===== config.mk =====
export PLATFORM = sky130hd
export DESIGN_NAME = codificador_prioridad_seq_flat
export DESIGN_NICKNAME = d
export VERILOG_FILES = /design/src/rtl/codificador_prioridad_seq_pkg.sv /design/src/rtl/codificador_prioridad_seq_if.sv /design/src/rtl/codificador_prioridad.sv /design/src/rtl/codificador_prioridad_seq.sv /design/src/flat_wrapper.sv
export SDC_FILE = /design/constraint.sdc
export NUM_CORES = 1
export LEC_CHECK = 0
export CORE_AREA = 2 2 39 41
export CTS_CLUSTER_SIZE = 10
export DETAILED_ROUTE_END_ITERATION = 8
export DIE_AREA = 0 0 41 43
export DONT_BUFFER_PORTS = 1
export GPL_ROUTABILITY_DRIVEN = 0
export PLACE_DENSITY = 0.69
export SYNTH_ARGS = -nofsm -noshare
export SYNTH_HDL_FRONTEND = slang
export SYNTH_SLANG_ARGS = --single-unit

===== constraint.sdc =====
create_clock -name clk -period 2.7 [get_ports clk]
set_input_delay 0.81 -clock clk [delete_from_list [all_inputs] [get_ports clk]]
set_output_delay 0.81 -clock clk [all_outputs]
set_load 0.05 [all_outputs]

===== src/rtl/codificador_prioridad_seq_pkg.sv =====
// rtl/codificador_prioridad_seq_pkg.sv - shared types and helpers for the priority encoder family
//
// Purpose: state encoding and small width/bit-count helpers shared by the
// sequential priority encoder, its interface and the combinational encoder.
// Ports: none (package).

package codificadores_pkg;

   typedef enum logic {
      REPOSO = 1'b0,
      EMITIR = 1'b1
   } estado_t;

   // Index width for an n-entry vector; never below 1 so N=2 still gets a bit.
   function automatic int clog2(input int n);
      int r;
      r = 0;
      while ((1 << r) < n) r++;
      return (r < 1) ? 1 : r;
   endfunction

   // Exactly one bit set. Callers zero-extend their vector to 64 bits.
   function automatic logic onehot(input logic [63:0] v);
      return (v != 64'd0) && ((v & (v - 64'd1)) == 64'd0);
   endfunction

endpackage


===== src/rtl/codificador_prioridad_seq_if.sv =====
// rtl/codificador_prioridad_seq_if.sv - request load / index handshake bundle
//
// Purpose: groups the load side (en, carga, e, abortar), the index stream
// (s, valido, acepta, fin) and the status flags (listo, ninguno).
// Modports: master = request producer / index consumer, slave = encoder.

interface codificador_prioridad_seq_if
   import codificadores_pkg::*;
#(
   parameter int N = 8
);
   localparam int W = clog2(N);

   logic         en;
   logic         carga;
   logic [N-1:0] e;
   logic         abortar;
   logic         listo;
   logic [W-1:0] s;
   logic         valido;
   logic         acepta;
   logic         fin;
   logic         ninguno;

   modport master (
      output en, carga, e, abortar, acepta,
      input  listo, s, valido, fin, ninguno
   );

   modport slave (
      input  en, carga, e, abortar, acepta,
      output listo, s, valido, fin, ninguno
   );
endinterface


===== src/rtl/codificador_prioridad.sv =====
// rtl/codificador_prioridad.sv - combinational N-to-W priority encoder
//
// Purpose: index of the highest (MSB_FIRST=1) or lowest (MSB_FIRST=0) set
// bit of d; idx is 0 when no bit is set.
// Ports: d (N-bit input vector), idx (W-bit index), alguno (any bit set).

module codificador_prioridad
   import codificadores_pkg::*;
#(
   parameter int N         = 8,
   parameter bit MSB_FIRST = 1'b1,
   localparam int W        = clog2(N)
) (
   input  logic [N-1:0] d,
   output logic [W-1:0] idx,
   output logic         alguno
);

   // The loop direction is chosen so the winning bit is the last one written.
   always_comb begin
      idx    = '0;
      alguno = |d;
      if (MSB_FIRST) begin
         for (int i = 0; i < N; i++)
            if (d[i]) idx = W'(i);
      end else begin
         for (int i = N - 1; i >= 0; i--)
            if (d[i]) idx = W'(i);
      end
   end

endmodule


===== src/rtl/codificador_prioridad_seq.sv =====
// rtl/codificador_prioridad_seq.sv - sequential priority encoder, one index per handshake
//
// Purpose: captures a request vector and emits the index of every set bit in
// priority order, one per valido/acepta transfer.
// Ports: clk, rst_n (async active-low), bus (slave modport): en, carga, e,
// abortar, acepta in; listo, s, valido, fin, ninguno out.

module codificador_prioridad_seq
   import codificadores_pkg::*;
#(
   parameter int N         = 8,
   parameter bit MSB_FIRST = 1'b1
) (
   input  logic                      clk,
   input  logic                      rst_n,
   codificador_prioridad_seq_if.slave bus
);

   localparam int W = clog2(N);

   estado_t      estado, estado_sig;
   logic [N-1:0] pendiente, pendiente_sig;
   logic         ninguno_q, ninguno_sig;
   logic [W-1:0] indice;
   logic         alguno;
   logic         ultimo;

   codificador_prioridad #(
      .N         (N),
      .MSB_FIRST (MSB_FIRST)
   ) u_codificador (
      .d      (pendiente),
      .idx    (indice),
      .alguno (alguno)
   );

   assign ultimo = (estado == EMITIR) && onehot(64'(pendiente));

   // Outputs come from registers only; no input reaches them combinationally.
   assign bus.listo   = (estado == REPOSO);
   assign bus.valido  = (estado == EMITIR);
   assign bus.s       = alguno ? indice : '0;
   assign bus.fin     = ultimo;
   assign bus.ninguno = ninguno_q;

   always_ff @(posedge clk or negedge rst_n) begin
      if (!rst_n) begin
         estado    <= REPOSO;
         pendiente <= '0;
         ninguno_q <= 1'b0;
      end else begin
         estado    <= estado_sig;
         pendiente <= pendiente_sig;
         ninguno_q <= ninguno_sig;
      end
   end

   always_comb begin
      estado_sig    = estado;
      pendiente_sig = pendiente;
      ninguno_sig   = 1'b0;
      if (bus.abortar) begin
         // Flush wins over both a load and an in-flight transfer.
         estado_sig    = REPOSO;
         pendiente_sig = '0;
      end else begin
         case (estado)
            REPOSO: begin
               if (bus.en && bus.carga) begin
                  if (|bus.e) begin
                     pendiente_sig = bus.e;
                     estado_sig    = EMITIR;
                  end else begin
                     ninguno_sig = 1'b1;
                  end
               end
            end
            EMITIR: begin
               if (bus.acepta) begin
                  pendiente_sig = pendiente & ~(N'(1) << indice);
                  if (ultimo) estado_sig = REPOSO;
               end
            end
            default: estado_sig = REPOSO;
         endcase
      end
   end

endmodule


===== src/flat_wrapper.sv =====
// flat-port wrapper written by rule: the top's interface ports become plain ports
module codificador_prioridad_seq_flat import codificadores_pkg::*;
#(
   parameter int N         = 8,
   parameter bit MSB_FIRST = 1'b1
)
  (clk, rst_n, bus_en, bus_carga, bus_e, bus_abortar, bus_acepta, bus_listo, bus_s, bus_valido, bus_fin, bus_ninguno);
  codificador_prioridad_seq_if #(.N(N)) bus_i ();
  input  logic clk;
  input  logic rst_n;
  input wire logic [$bits(bus_i.en)-1:0] bus_en;
  input wire logic [$bits(bus_i.carga)-1:0] bus_carga;
  input wire logic [$bits(bus_i.e)-1:0] bus_e;
  input wire logic [$bits(bus_i.abortar)-1:0] bus_abortar;
  input wire logic [$bits(bus_i.acepta)-1:0] bus_acepta;
  output wire logic [$bits(bus_i.listo)-1:0] bus_listo;
  output wire logic [$bits(bus_i.s)-1:0] bus_s;
  output wire logic [$bits(bus_i.valido)-1:0] bus_valido;
  output wire logic [$bits(bus_i.fin)-1:0] bus_fin;
  output wire logic [$bits(bus_i.ninguno)-1:0] bus_ninguno;
  assign bus_i.en = bus_en;
  assign bus_i.carga = bus_carga;
  assign bus_i.e = bus_e;
  assign bus_i.abortar = bus_abortar;
  assign bus_i.acepta = bus_acepta;
  assign bus_listo = bus_i.listo;
  assign bus_s = bus_i.s;
  assign bus_valido = bus_i.valido;
  assign bus_fin = bus_i.fin;
  assign bus_ninguno = bus_i.ninguno;
  codificador_prioridad_seq #(.N(N), .MSB_FIRST(MSB_FIRST)) u_core (.clk(clk), .rst_n(rst_n), .bus(bus_i));
endmodule

==> results of run 1 <==
==> worst min path at each step <==
stage | from | endpoint | slack [ps] | cells after the start
global placement | rst_n | u_core.pendiente[7] | 510 | 0
CTS | rst_n | u_core.pendiente[7] | 230 | 0
global route | rst_n | u_core.pendiente[6] | 210 | 0
detailed placement | rst_n | u_core.pendiente[7] | 510 | 0
floorplan | rst_n | u_core.bus.ninguno | 510 | 0
finish | rst_n | u_core.pendiente[6] | 230 | 0
==> power by group <==
group | leakage [nW] | internal [W] | switching, W
Combinational | 0.202 | 0.0000649 | 0.000100
Clock | 0.0210 | 0.0000818 | 0.0000543
Sequential | 0.132 | 0.000158 | 0.0000104
==> cell type report <==
cell class                 instances  area [µm²]  area share, %
tap                               16       20.02          2.381
clock buffer                       4       36.28          4.315
multi-input combinational         53       406.6          48.36
sequential                        10       254.0          30.21
timing repair buffer              11       95.09          11.31
inverter                           4       28.78          3.423
==> routing by layer <==
layer / part of all wire, % / routed length [µm] / track usage, % / up-vias
met5: 0 / 0 / 0 / -
met2: 51 / 858 / 34.69 / 16
li1: - / - / - / 289
met3: 4.7 / 80 / 7.330 / 4
met4: 0.83 / 14 / 6.000 / 0
met1: 44 / 734 / 28.76 / 304
==> synth_stat cells, drive strengths merged <==
cell and count:
dfrtp 10, nor2 8, a22o 7, o21ai 7, inv 4, nand2 4, nor3 4, nor4 4
a211oi 2, a21oi 2, nand3b 2, a2111oi 1, a211o 1, a22oi 1, a311oi 1, a41o 1
a41oi 1, and3 1, and4b 1, nand2b 1, nor2b 1, o21bai 1, o31ai 1, xnor2 1
==> registers in the layout, summed over array words and instances, names as in the netlist <==
signal	cells
u_core.pendiente	8
u_core.bus.ninguno	1
u_core.bus.valido	1
==> worst max-delay path, stage by stage, from the launching register on <==
cell and delay (ps):
dfrtp_2 430, nor4_4 290, bufinv_8 260, nor4_4 150, a41oi_2 90, a211oi_4 280
buf_12 170
==> cells by family after synthesis <==
kind of cell	count (synthesis)	share of synthesized area [%]
simple gates	26	23.91
flops	10	39.84
buf+inv	4	2.390
compound gates	26	32.47
xor+xnor	1	1.395
==> repair_timing <==
action / in CTS / in global routing
setup buffers: 3 / 0
resized for setup: 2 / 1
pin swaps: 2 / 0
endpoints found under the setup margin: 1 / 1
==> cell usage in the layout (no fill, tap or decap), types with 2 or more instances in the layout <==
master,instances
o21ai_0,6
a22o_1,6
inv_1,3
nor4_1,2
dfrtp_1,7
nor2_1,8
buf_4,10
nand3b_1,2
dfrtp_2,3
nor4_4,2
nor3_1,4
clkbuf_4,3
nand2_1,4
==> stage by stage <==
step                      TNS, ps  setup slack (ps)  std cells  util, %
after floorplan                 0             3.673         67        -
after global placement          0             190.8         91    56.06
after detailed placement        0             157.6         91    56.06
after CTS                  -44.81            -44.81         98    60.49
after global routing       -119.9            -119.9         98    60.76
final                      -35.88            -35.88         98    60.76
==> impl_metrics.tcl, run 1 <==
set metrics [dict create \
    cap_violations 0 \
    clockRootBuffer "clkbuf_4" \
    crit_fanout 3 \
    die_h_um 43 \
    ys_types 27 \
    dieArea_um2 1763 \
    io_buffers 0 \
    first_pass_iters 4 \
    grt_pass1_wl_mm 2.684 \
    timing.fmax_mhz 365.5 \
    r2r_cells 6 \
    fin_crit_ps 2736 \
    endpoint "bus_fin" \
    core_um2 1384 \
    dieWidth_um 41 \
    ios 21 \
    yosysTopAreaCellShare_pct 39.84 \
    critPathRequiredTime_ps 1890 \
    htree_levels 1 \
    violations "setup timing" \
    p_per_area_nw_per_um2 558.7 \
    antenna_found_initial 0 \
    ant_nets 0 \
    clockBufferDepth 2 \
    final_area_um2 840.8 \
    critPathLaunchType "register" \
    fill_cells 127 \
    synthTopCellsByArea "dfrtp_1 (40%), a22o_1 (8.4%), o21ai_0 (4.8%)" \
    grt_use_total_pct 22.36 \
    avgSynthCellArea_um2 9.375 \
    clock_sinks 10 \
    insertion_delay_ps 260 \
    outcome "complete, but fails checks" \
    slew_headroom_pct 59.78 \
    cts.reportedPaths.clkPinSlew_ps 70 \
    wl_mm 1.687 \
    drt-initial-drc-count 16 \
    crit_start "u_core.pendiente[5]" \
    hp-class "in -> async" \
    cts_tree "yes" \
    worst_hold_slack_ps 232.0 \
    period_share_pct 101.3 \
    grt_max_degree 11 \
    synth_largest_area_cell "dfrtp_1" \
    start_util_pct 45.39 \
    dpl-instance-area_um2 775.7 \
    rsz0062_at_grt "true" \
    syn_area_um2 628.1 \
    syn_nets 81 \
    netlist_instances 67 \
    r2r_start "u_core.pendiente[5]" \
    skew_ps 2.245 \
    total_power_w 0.0004698 \
    gr-total-overflow 0 \
    setup_violations 1 \
    cp-end-kind "output port" \
    tightest_slew_ps 601.1 \
    vias 613 \
    syn_to_final_growth_pct 33.86 \
    reg2reg_to "u_core.pendiente[1]" \
    synth_warnings 0 \
    postCtsHoldBufs 0 \
    nNetsFinal 97 \
    drc 0 \
    layout-drive-gt1-share_pct 36.59 \
    grt_pass1_vias 618 \
    timing.final.ws_setup_ps -35.88 \
    worstPathArrival_ps 1930 \
    ir_worst_vdd_uv 270.4 \
    viasPerCell 6.255 \
    num_rows 14 \
    wl_per_cell_um 17.21 \
    reg2reg_slack_ps 1010 \
    cts_buffers 3 \
    hpwl_mm 1.302 \
    hold_viol_final 0 \
    maxSlewViolCount 0 \
    antennaDiodeCount 0 \
    p_leak_nw 0.3549 \
    ys_seq_area_share_pct 39.84 \
    ys_seq_elements 10 \
    path_class "reg -> out" \
]
(Power assumes the default switching activity.)
==> run 2, diff against run 1 <==
--- a/config.mk
+++ b/config.mk
@@ -12,6 +12,7 @@
 export DONT_BUFFER_PORTS = 1
 export GPL_ROUTABILITY_DRIVEN = 0
 export PLACE_DENSITY = 0.69
+export SLEW_MARGIN = 30
 export SYNTH_ARGS = -nofsm -noshare
 export SYNTH_HDL_FRONTEND = slang
 export SYNTH_SLANG_ARGS = --single-unit
==> results of run 2 <==
Same layout as run 1: the final DEF is identical, and so are final timing and power.
==> run 3, diff against run 2 <==
--- a/config.mk
+++ b/config.mk
@@ -12,6 +12,7 @@
 export DONT_BUFFER_PORTS = 1
 export GPL_ROUTABILITY_DRIVEN = 0
 export PLACE_DENSITY = 0.69
+export SKIP_LAST_GASP = 1
 export SLEW_MARGIN = 30
 export SYNTH_ARGS = -nofsm -noshare
 export SYNTH_HDL_FRONTEND = slang
==> impl_metrics.tcl, run 3 (synthesized netlist as in run 1, its figures left out) <==
set metrics [dict create \
    dieWidth_um 41 \
    dpl.cell_count 91 \
    grt_max_degree 11 \
    io_buffers 0 \
    rsz0062_at_grt "true" \
    grt_use_total_pct 22.36 \
    antenna_found_initial 0 \
    skew_ps 4.500 \
    clockBufferDepth 2 \
    r2r_cells 6 \
    timing.final.ws_setup_ps -37.15 \
    top_usage_layer "met2" \
    globalRouteMet3Util_pct 7.330 \
    critPathRequiredTime_ps 1890 \
    hold_viol_final 0 \
    insertion_delay_ps 260 \
    die_h_um 43 \
    wl_per_cell_um 17.13 \
    total_power_w 0.0004678 \
    clockRootBuffer "clkbuf_4" \
    grt_pass1_wl_mm 2.684 \
    fin_util_pct 60.49 \
    crit_fanout 3 \
    gr-total-overflow 0 \
    reg2reg_slack_ps 1000 \
    syn_to_final_growth_pct 33.27 \
    start_util_pct 45.39 \
    use_met1_pct 28.76 \
    ant_nets 0 \
    critPathLaunchType "register" \
    core_um2 1384 \
    period_share_pct 101.4 \
    r2r_start "u_core.pendiente[5]" \
    drc 0 \
    antennaDiodeCount 0 \
    cap_violations 0 \
    timing.fmax_mhz 365.3 \
    viasPerCell 6.337 \
    cts_buffers 3 \
    gr-usage-met2_pct 34.69 \
    p_per_area_nw_per_um2 558.8 \
    first_pass_iters 4 \
    reg2reg_to "u_core.bus.valido" \
    cp-end-kind "output port" \
    wl_mm 1.679 \
    violations "setup timing" \
    ios 21 \
    drt-initial-drc-count 13 \
    postCtsHoldBufs 0 \
    hp-class "in -> async" \
    nNetsFinal 97 \
    layout-drive-gt1-share_pct 35.37 \
    p_leak_nw 0.3542 \
    outcome "complete, but fails checks" \
    final_common_cell "buf_4" \
    fin_crit_ps 2737 \
    hpwl_mm 1.302 \
    clock_sinks 10 \
    num_rows 14 \
    layout.cells.most_common_list "buf_4 (10), nor2_1 (8), dfrtp_1 (7)" \
    maxSlewViolCount 0 \
    grt_pass1_vias 618 \
    path_class "reg -> out" \
    tightest_slew_ps 603.9 \
    largest_reg_flops 8 \
    vias 621 \
    slew_headroom_pct 59.59 \
    cts.reportedPaths.clkPinSlew_ps 70 \
    setup_violations 1 \
    largest-register "u_core.pendiente" \
    pre_cts_slack_ps 157.6 \
    htree_levels 1 \
    dieArea_um2 1763 \
    final_cells 98 \
    worstPathArrival_ps 1930 \
    cts_tree "yes" \
    ir_worst_vdd_uv 269.8 \
]
run 3: critical path, stage by stage, from the launching register on:
cell      delay [ps]
dfrtp_2          430
nor4_4           290
bufinv_8         260
nor4_4           150
a41oi_2           90
a211oi_4         280
buf_12           170
run 3: report_power, final:
group          switching (W)  internal, W
Sequential         0.0000105     0.000158
Clock              0.0000545    0.0000818
Combinational      0.0000992    0.0000639
Total               0.000164     0.000304
run 3: area by class of cell:
cell class	instances	area, µm²
fillers	127	546.8
clock buffers	4	36.28
flip-flops and latches	10	254.0
well taps	16	20.02
repair buffers	11	95.09
multi-input cells	53	402.9
inverters	4	28.78
run 3: how the worst max path moves through the flow:
stage,end,cells past startpoint,start
final,bus_fin,6,u_core.pendiente[5]
after global routing,bus_fin,6,u_core.pendiente[5]
after CTS,bus_fin,6,u_core.pendiente[5]
after detailed placement,bus_fin,6,u_core.pendiente[6]
after global placement,bus_fin,6,u_core.pendiente[6]
after floorplan,bus_fin,5,u_core.pendiente[6]
run 3: timing repair:
item	in CTS	in global routing
setup endpoints to repair	1	1
pin swaps	2	0
endpoints found under the hold margin	0	0
buffers inserted	3	0
resized for setup	2	0
run 3: metrics by stage:
step / instance area (µm²) / hold WS [ps] / TNS (ps)
detailed placement: 775.7 / 514.7 / 0
global placement: 775.7 / 514.7 / 0
floorplan: 678.2 / 514.4 / 0
global route: 837.1 / 214.4 / -122.4
finish: 837.1 / 230.2 / -37.15
CTS: 837.1 / 225.5 / -44.81
run 3: per-layer routing:
metal | vias up | wire length, µm
met5 | - | 0
met4 | 0 | 14
met3 | 4 | 98
met2 | 19 | 856
met1 | 310 | 709
li1 | 288 | -
